File: config.mk
export PLATFORM = sky130hd
export DESIGN_NAME = fetch_queue_flat
export DESIGN_NICKNAME = d
export VERILOG_FILES = /design/src/rtl/fetch_queue_if.sv /design/src/rtl/fetch_queue.sv /design/src/flat_wrapper.sv
export SDC_FILE = /design/constraint.sdc
export NUM_CORES = 1
export LEC_CHECK = 0
export ABC_AREA = 1
export CORE_ASPECT_RATIO = 0.8
export CORE_MARGIN = 4
export CORE_UTILIZATION = 45
export CTS_CLUSTER_DIAMETER = 50
export DETAILED_ROUTE_END_ITERATION = 10
export HOLD_SLACK_MARGIN = 0.02
export PLACE_DENSITY_LB_ADDON = 0.12
export REMOVE_ABC_BUFFERS = 1
export SYNTH_ARGS = -nofsm -noshare
export SYNTH_HDL_FRONTEND = slang
export SYNTH_SLANG_ARGS = --single-unit
File: constraint.sdc
create_clock -name clock -period 16.5 [get_ports clock]
set_clock_uncertainty 0.05 [all_clocks]
set_input_delay 3.3 -clock clock [delete_from_list [all_inputs] [get_ports clock]]
set_output_delay 3.3 -clock clock [all_outputs]
set_load 0.03 [all_outputs]
File: src/rtl/fetch_queue_if.sv
`default_nettype none
// ============================================================================
// Module      : fetch_queue_if
// Description : Fetch front-end bundle: redirect, imem request/response and
//               IF/ID instruction handshake.
// Revision    : 1.0
// ============================================================================
interface fetch_queue_if;
    logic        redirect;
    logic [31:0] redirect_pc;
    logic        mem_req_valid;
    logic        mem_req_ready;
    logic [31:0] mem_req_addr;
    logic        mem_rsp_valid;
    logic [31:0] mem_rsp_data;
    logic        inst_valid;
    logic        inst_ready;
    logic [31:0] inst_data;
    logic [31:0] inst_pc;
    logic [31:0] fetch_pc;

    modport master (
        input  redirect,
        input  redirect_pc,
        output mem_req_valid,
        input  mem_req_ready,
        output mem_req_addr,
        input  mem_rsp_valid,
        input  mem_rsp_data,
        output inst_valid,
        input  inst_ready,
        output inst_data,
        output inst_pc,
        output fetch_pc
    );

    modport slave (
        output redirect,
        output redirect_pc,
        input  mem_req_valid,
        output mem_req_ready,
        input  mem_req_addr,
        output mem_rsp_valid,
        output mem_rsp_data,
        input  inst_valid,
        output inst_ready,
        input  inst_data,
        input  inst_pc,
        input  fetch_pc
    );
endinterface
`default_nettype wire

File: src/rtl/fetch_queue.sv
`default_nettype none
// ============================================================================
// Module      : fetch_queue
// Description : Sequential instruction fetch with credit-limited imem requests,
//               in-order response buffering and redirect flush.
// Revision    : 1.0
// ============================================================================
module fetch_queue #(
    parameter logic [31:0] RESET_PC        = 32'h0000_0000,
    parameter int unsigned DEPTH           = 4,
    parameter int unsigned MAX_OUTSTANDING = 2
) (
    input  wire logic     clock,
    input  wire logic     reset,
    fetch_queue_if.master bus
);
    localparam int unsigned OW = $clog2(MAX_OUTSTANDING + 1);
    localparam int unsigned CW = $clog2(DEPTH + 1);
    localparam int unsigned PW = (DEPTH > 1) ? $clog2(DEPTH) : 1;
    localparam int unsigned SW = ((OW > CW) ? OW : CW) + 1;

    localparam logic [OW-1:0] C_MAX_OUT   = OW'(MAX_OUTSTANDING);
    localparam logic [SW-1:0] C_DEPTH     = SW'(DEPTH);
    localparam logic [PW-1:0] C_LAST_SLOT = PW'(DEPTH - 1);

    logic [31:0]   fetch_pc_q,    fetch_pc_d;
    logic [31:0]   rsp_pc_q,      rsp_pc_d;
    logic [OW-1:0] outstanding_q, outstanding_d;
    logic [OW-1:0] drop_cnt_q,    drop_cnt_d;
    logic [CW-1:0] count_q,       count_d;
    logic [PW-1:0] wr_ptr_q,      wr_ptr_d;
    logic [PW-1:0] rd_ptr_q,      rd_ptr_d;
    logic [31:0]   fifo_data_q [DEPTH];
    logic [31:0]   fifo_data_d [DEPTH];
    logic [31:0]   fifo_pc_q   [DEPTH];
    logic [31:0]   fifo_pc_d   [DEPTH];

    logic          fifo_nonempty;
    logic [SW-1:0] credits_used;
    logic          req_valid;
    logic          req_fire;
    logic          rsp_fire;
    logic          rsp_keep;
    logic          rsp_drop;
    logic          pop;
    logic          redirect_pc_unused;

    // Fetch targets are word aligned; the low redirect bits are dropped.
    assign redirect_pc_unused = ^bus.redirect_pc[1:0];

    always_comb begin
        fifo_nonempty = (count_q != '0);
        credits_used  = SW'(outstanding_q) + SW'(count_q);
        // Every issued request reserves a FIFO slot, so a response can never overflow.
        req_valid     = !reset && !bus.redirect
                        && (outstanding_q < C_MAX_OUT)
                        && (credits_used < C_DEPTH);
        req_fire      = req_valid && bus.mem_req_ready;
        rsp_fire      = bus.mem_rsp_valid && (outstanding_q != '0);
        rsp_keep      = rsp_fire && (drop_cnt_q == '0) && !bus.redirect;
        rsp_drop      = rsp_fire && (drop_cnt_q != '0) && !bus.redirect;
        pop           = fifo_nonempty && !bus.redirect && bus.inst_ready;
    end

    always_comb begin
        fetch_pc_d    = fetch_pc_q;
        rsp_pc_d      = rsp_pc_q;
        drop_cnt_d    = drop_cnt_q;
        count_d       = count_q;
        wr_ptr_d      = wr_ptr_q;
        rd_ptr_d      = rd_ptr_q;
        fifo_data_d   = fifo_data_q;
        fifo_pc_d     = fifo_pc_q;
        outstanding_d = outstanding_q + OW'(req_fire) - OW'(rsp_fire);

        if (bus.redirect) begin
            fetch_pc_d = {bus.redirect_pc[31:2], 2'b00};
            rsp_pc_d   = {bus.redirect_pc[31:2], 2'b00};
            // Everything still in flight after this cycle belongs to the old path.
            drop_cnt_d = outstanding_q - OW'(rsp_fire);
            count_d    = '0;
            wr_ptr_d   = '0;
            rd_ptr_d   = '0;
        end else begin
            if (req_fire) begin
                fetch_pc_d = fetch_pc_q + 32'd4;
            end
            if (rsp_keep) begin
                fifo_data_d[wr_ptr_q] = bus.mem_rsp_data;
                fifo_pc_d[wr_ptr_q]   = rsp_pc_q;
                wr_ptr_d              = (wr_ptr_q == C_LAST_SLOT) ? '0 : wr_ptr_q + PW'(1);
                rsp_pc_d              = rsp_pc_q + 32'd4;
            end
            if (rsp_drop) begin
                drop_cnt_d = drop_cnt_q - OW'(1);
            end
            if (pop) begin
                rd_ptr_d = (rd_ptr_q == C_LAST_SLOT) ? '0 : rd_ptr_q + PW'(1);
            end
            count_d = count_q + CW'(rsp_keep) - CW'(pop);
        end
    end

    always_ff @(posedge clock or posedge reset) begin
        if (reset) begin
            fetch_pc_q    <= RESET_PC;
            rsp_pc_q      <= RESET_PC;
            outstanding_q <= '0;
            drop_cnt_q    <= '0;
            count_q       <= '0;
            wr_ptr_q      <= '0;
            rd_ptr_q      <= '0;
            fifo_data_q   <= '{default: '0};
            fifo_pc_q     <= '{default: '0};
        end else begin
            fetch_pc_q    <= fetch_pc_d;
            rsp_pc_q      <= rsp_pc_d;
            outstanding_q <= outstanding_d;
            drop_cnt_q    <= drop_cnt_d;
            count_q       <= count_d;
            wr_ptr_q      <= wr_ptr_d;
            rd_ptr_q      <= rd_ptr_d;
            fifo_data_q   <= fifo_data_d;
            fifo_pc_q     <= fifo_pc_d;
        end
    end

    assign bus.mem_req_valid = req_valid;
    assign bus.mem_req_addr  = fetch_pc_q;
    assign bus.fetch_pc      = fetch_pc_q;
    assign bus.inst_valid    = fifo_nonempty && !bus.redirect;
    assign bus.inst_data     = fifo_nonempty ? fifo_data_q[rd_ptr_q] : 32'd0;
    assign bus.inst_pc       = fifo_nonempty ? fifo_pc_q[rd_ptr_q]   : 32'd0;
endmodule
`default_nettype wire
File: src/flat_wrapper.sv
// flat-port wrapper written by rule: the top's interface ports become plain ports
module fetch_queue_flat 
#(
    parameter logic [31:0] RESET_PC        = 32'h0000_0000,
    parameter int unsigned DEPTH           = 4,
    parameter int unsigned MAX_OUTSTANDING = 2
)
  (clock, reset, bus_redirect, bus_redirect_pc, bus_mem_req_valid, bus_mem_req_ready, bus_mem_req_addr, bus_mem_rsp_valid, bus_mem_rsp_data, bus_inst_valid, bus_inst_ready, bus_inst_data, bus_inst_pc, bus_fetch_pc);
  fetch_queue_if bus_i ();
  input  wire logic clock;
  input  wire logic reset;
  input wire logic [$bits(bus_i.redirect)-1:0] bus_redirect;
  input wire logic [$bits(bus_i.redirect_pc)-1:0] bus_redirect_pc;
  output wire logic [$bits(bus_i.mem_req_valid)-1:0] bus_mem_req_valid;
  input wire logic [$bits(bus_i.mem_req_ready)-1:0] bus_mem_req_ready;
  output wire logic [$bits(bus_i.mem_req_addr)-1:0] bus_mem_req_addr;
  input wire logic [$bits(bus_i.mem_rsp_valid)-1:0] bus_mem_rsp_valid;
  input wire logic [$bits(bus_i.mem_rsp_data)-1:0] bus_mem_rsp_data;
  output wire logic [$bits(bus_i.inst_valid)-1:0] bus_inst_valid;
  input wire logic [$bits(bus_i.inst_ready)-1:0] bus_inst_ready;
  output wire logic [$bits(bus_i.inst_data)-1:0] bus_inst_data;
  output wire logic [$bits(bus_i.inst_pc)-1:0] bus_inst_pc;
  output wire logic [$bits(bus_i.fetch_pc)-1:0] bus_fetch_pc;
  assign bus_i.redirect = bus_redirect;
  assign bus_i.redirect_pc = bus_redirect_pc;
  assign bus_mem_req_valid = bus_i.mem_req_valid;
  assign bus_i.mem_req_ready = bus_mem_req_ready;
  assign bus_mem_req_addr = bus_i.mem_req_addr;
  assign bus_i.mem_rsp_valid = bus_mem_rsp_valid;
  assign bus_i.mem_rsp_data = bus_mem_rsp_data;
  assign bus_inst_valid = bus_i.inst_valid;
  assign bus_i.inst_ready = bus_inst_ready;
  assign bus_inst_data = bus_i.inst_data;
  assign bus_inst_pc = bus_i.inst_pc;
  assign bus_fetch_pc = bus_i.fetch_pc;
  fetch_queue #(.RESET_PC(RESET_PC), .DEPTH(DEPTH), .MAX_OUTSTANDING(MAX_OUTSTANDING)) u_core (.clock(clock), .reset(reset), .bus(bus_i));
endmodule
# Word level (Yosys, flattened, before mapping)
# Cells that the tools add are included.
# W data, S select, Z words.
# totals
out_inout_bits,130
in_bits,70
reg_bits,331
wordCells,84
# op_classes
magnitude_cmp,5
addsub,11
mux,25
n_eq_ne,2
n_reduce_logical,23
bitwise,3
# ops
cell,n
$mux W32,11
$bwmux W128,2
$bmux W32 S2,2
$add A32 B3 Y32 const B,2
$demux W32 S2,1
$mux W2,8
$logic_and A1 B1 Y1,12
$reduce_bool A2 Y1,6
$ge A3 B3 Y1 const B,2
$not A2 Y3,2
$add A2 B1 Y2 const B,2
$add A2 B3 Y4,1
$eq A2 B2 Y1 const B,2
$lt A4 B3 Y1 const B,1
$sub A2 B1 Y2,2
$add A3 B1 Y3,1
$lt A3 B1 Y1 const B,1
$mux W3,1
$reduce_bool A3 Y1,1
$sub A3 B1 Y3,1
$add A2 B1 Y2,1
$logic_not A1 Y1,2
$logic_not A2 Y1,1
$lt A2 B2 Y1 const B,1
other kinds (3),3

# Longest topological paths before layout
# depth
word_depth,7
ltp_mapped,13
depth_no_buf,13

# Least setup slack after synthesis
# No wires, ideal clock.
# synth_path
kind,input to output
startpoint,input port reset
endpoint,output port bus_mem_req_valid
required_time_ns,13.150
path_stages,3
path_slack_ns,1.889
arrival_ns,11.261
n_path_buf,0
path_cell_list,inv_1 > nand3_1 > nor3_1
# synth_via
elab_chain_cells,4
# synth_lines
element,line_no,text
start: declaration,flat_wrapper.sv:11,input wire logic reset;
$logic_not A1 Y1,fetch_queue.sv:55,req_valid = !reset && !bus.redirect
$logic_and A1 B1 Y1,fetch_queue.sv:55,
$logic_and A1 B1 Y1,fetch_queue.sv:56,&& (outstanding_q < C_MAX_OUT)
$logic_and A1 B1 Y1,fetch_queue.sv:57,&& (credits_used < C_DEPTH);
end: declaration,flat_wrapper.sv:14,output wire logic [$bits(bus_i.mem_req_valid)-1:0] bus_mem_req_valid;
# No other way between the ends.

# Worst setup path in the final report
# Ends and elaborated chain as after synthesis.

==> impl_metrics.csv <==
group,metric,value,unit
critical_path,cpMostUsedCell,"clkdlybuf4s50_1",
sta,period_share,0.533,
global_route,first_global_vias,13800,
drt,viasPerCell,5.19,
min_path,holdCritPathClass,"reg -> reg",
global_route,grt_pass1_wl,72900,um
critical_path,worst_ep_required_time,13.15,ns
critical_path,max_stage_delay,0.72,ns
drt,wl_per_cell,16.4,um
critical_path,cp-start-kind,"primary input",
floorplanning,die-area,39300,um2
place,gp_congestion,0.908,
sta,setup_violations,0,
synth,ys_seq_elements,319,
critical_path,worst_path_dominant_cell_family,"buffers and inverters",
cells_and_area,fin_nets,2288,
cts,cts_tree,"built",
cts,cts_hold_buf,0,
cells_and_area,finalInstanceArea,19300,um2
floorplanning,io_pins,200,
place,place_hpwl,27100,um
global_route,grt_max_degree,159,
cells_and_area,drive_gt1_frac,0.0506,
sta,slew_viol_final,0,
place,post_dp_cell_area,18000,um2
critical_path,slowest_stage,"clkdlybuf4s50_1",
synth,yosysWarningCount,0,
critical_path,critical_path_class,"in -> out",
cells_and_area,synthToLayoutAreaGrowth,18.5,%
critical_path,worstSetupEndpointType,"output pin",
floorplanning,core,35800,um2
floorplanning,dieWidth,221,um
cts,numClockSinks,319,
pwr,p_leak,8.80,nW
cts,clk_latency,0.53,ns
synth,synth.top_cell.area_share,0.490,
global_route,overflow,0,
synth,synth_edf_count,0,
cts,clockBufferDepth,3,
place,port_buffers,191,
cts,cts_root_buffer,"clkbuf_16",
sta,fin_crit,8.80,ns
cts,htreeDepth,2,
sta,slew_headroom,0.306,
drt,drtAntennaViolNets,0,
global_route,busiest_layer,"met2",
cts,cts_resized,0,
cells_and_area,diodes,0,
sta,grt_setup_unrepaired,"no",
synth,syn_avg_cell_area,7.73,um2
status,status,"finished, final reports clean",
synth,synth_area_leader_cell,"dfrtp_1",
synth,synth-seq-area-share,0.490,
global_route,met1_usage,0.336,
synth,synthFlopType,"dfrtp_1",
critical_path,path_cells,"clkdlybuf4s50_1, inv_8, nand3_1, nor3_1, clkdlybuf4s50_1",
drt,vias,14100,
cts,cts_buffers,39,
floorplanning,rows,62,
drt,drt_first_pass_iters,5,
sta,setup_ws,7.70,ns
global_route,use_met3,0.0335,
sta,final_hold_viol_count,0,
place,post-place-ws,7.63,ns
critical_path,crit_fanout,91,
global_route,grt_usage,0.228,
synth,netlist_area,16300,um2
cts,cts_setup_buffers,0,
synth,synth-async-reset-ratio,1.00,
global_route,use_met2,0.360,
critical_path,critPathBufInv,3,
floorplanning,start_util,0.454,
synth,syn_inst,2107,
critical_path,cp.arrival,5.45,ns
synth,yosysUniqueCellTypes,41,
global_route,antenna_found_initial,0,
drt,drc_errors,0,
synth,ys_top_cells_by_area,"dfrtp_1 (49%), nand2_1 (11%), nor2_1 (7.7%)",
floorplanning,die_h,178,um
sta,fin_setup_tns,0,ns
pwr,p_per_area,161,nW/um2
cts,clk_pin_slew_worst_paths,0.05,ns
drt,totalWireLength,44400,um
sta,tightest_slew,1.04,ns
job,cap_violations,0,
drt,drt_iter0_drc,1162,
pwr,irDropWorstVdd,0.0000733,V
sta,fmax,114,MHz
[area by class of cell]
cell class	count	area (um2)
Timing Repair Buffer	205	2020
Fill cell	3502	16500
Multi-Input combinational cell	1500	6830
Tap cell	480	601
Inverter	139	542
Clock buffer	53	1110
Clock inverter	18	200
Sequential cell	319	7990
[cells in the mapped netlist (3+ instances only)]
cell type and n:
nand2_4 5, o21ai_2 8, nor3_1 4, dfrtp_1 319
inv_1 130, o21ai_1 234, a21oi_1 84, nor2_2 3
buf_1 25, nand4_1 12, buf_4 38, clkbuf_1 40
nand2_1 492, buf_2 23, o211ai_1 12, nand3_1 98
xor2_1 16, buf_6 28, inv_2 7, a31oi_1 3
ha_1 13, nor2_1 333, xnor2_1 3, o21ai_0 154
[through the flow]
stage          total power, mW   util  instances  hold WS, ns
4_1_cts                   3.14  0.538       2714        0.429
3_5_place_dp              2.26  0.502       2643        0.414
6_report                  3.11  0.538       2714        0.428
5_1_grt                   3.32  0.538       2714        0.450
2_1_floorplan             1.83      -       1958        0.398
3_3_place_gp              2.24  0.502       2643        0.411
[flip-flops by register name (all words and copies together) (netlist names)]
name / flops
u_core.bus.fetch_pc: 30
u_core.wr_ptr_q: 2
u_core.fifo_data_q: 128
u_core.drop_cnt_q: 2
u_core.fifo_pc_q: 120
u_core.count_q: 3
u_core.rd_ptr_q: 2
u_core.outstanding_q: 2
u_core.rsp_pc_q: 30
[worst min-delay path: cells and delay by family, from the launching register on]
| family | cells | cell delay, ns |
|---|---|---|
| DFF | 1 | 0.34 |
| and+or+nand+nor | 1 | 0.06 |
| AOI/OAI and AO/OA | 1 | 0.05 |
[routing by layer]
layer | share of wire | up-vias
met5 | 0 | -
met4 | 0.017 | 0
met3 | 0.048 | 59
met2 | 0.44 | 369
met1 | 0.49 | 6663
li1 | - | 7000
[final timing paths]
kind / depth (start not counted) / end / start / slack (ns)
max: 5 / bus_mem_req_valid / reset / 7.70
min in group asynchronous: 2 / u_core.fifo_data_q[77] / reset / 3.19
min reg2reg: 2 / u_core.fifo_pc_q[31] / u_core.fifo_pc_q[31] / 0.43
max reg2reg: 14 / u_core.count_q[2] / u_core.count_q[1] / 13.53
max in group asynchronous: 3 / u_core.fifo_data_q[107] / reset / 11.73
min: 2 / u_core.fifo_pc_q[31] / u_core.fifo_pc_q[31] / 0.43
[layout by cell type, fill, tap and decap left out, types with 3 or more instances in the layout]
master	count
buf_4	13
ha_1	13
a21oi_1	84
o21ai_2	8
a31oi_1	3
clkbuf_8	6
inv_6	6
nor2_1	333
nor2_2	3
inv_1	128
nand2_1	492
nand2_4	5
clkbuf_16	40
xnor2_1	3
bufinv_16	3
dfrtp_1	317
nor3_1	4
nand3_1	98
o21ai_1	234
conb_1	6
xor2_1	16
inv_2	5
clkbuf_1	7
o21ai_0	154
o211ai_1	12
clkdlybuf4s50_1	190
clkinv_2	9
nand4_1	12
[power by group]
| group | leakage, nW | total (mW) | internal [mW] | switching, mW |
|---|---|---|---|---|
| registers | 4.21 | 1.11 | 0.961 | 0.147 |
| logic | 3.94 | 1.14 | 0.411 | 0.727 |
| clock network | 0.644 | 0.861 | 0.523 | 0.338 |
[cell families after synthesis]
group                    share of synthesized area
AO/OA/AOI/OAI                                0.161
XOR/XNOR                                    0.0102
adder cells (fa/ha/maj)                     0.0112
buffers and inverters                       0.0916
flip-flops                                   0.490
other                                     0.000230
AND/OR/NAND/NOR                              0.236
(Power assumes the default switching activity.)
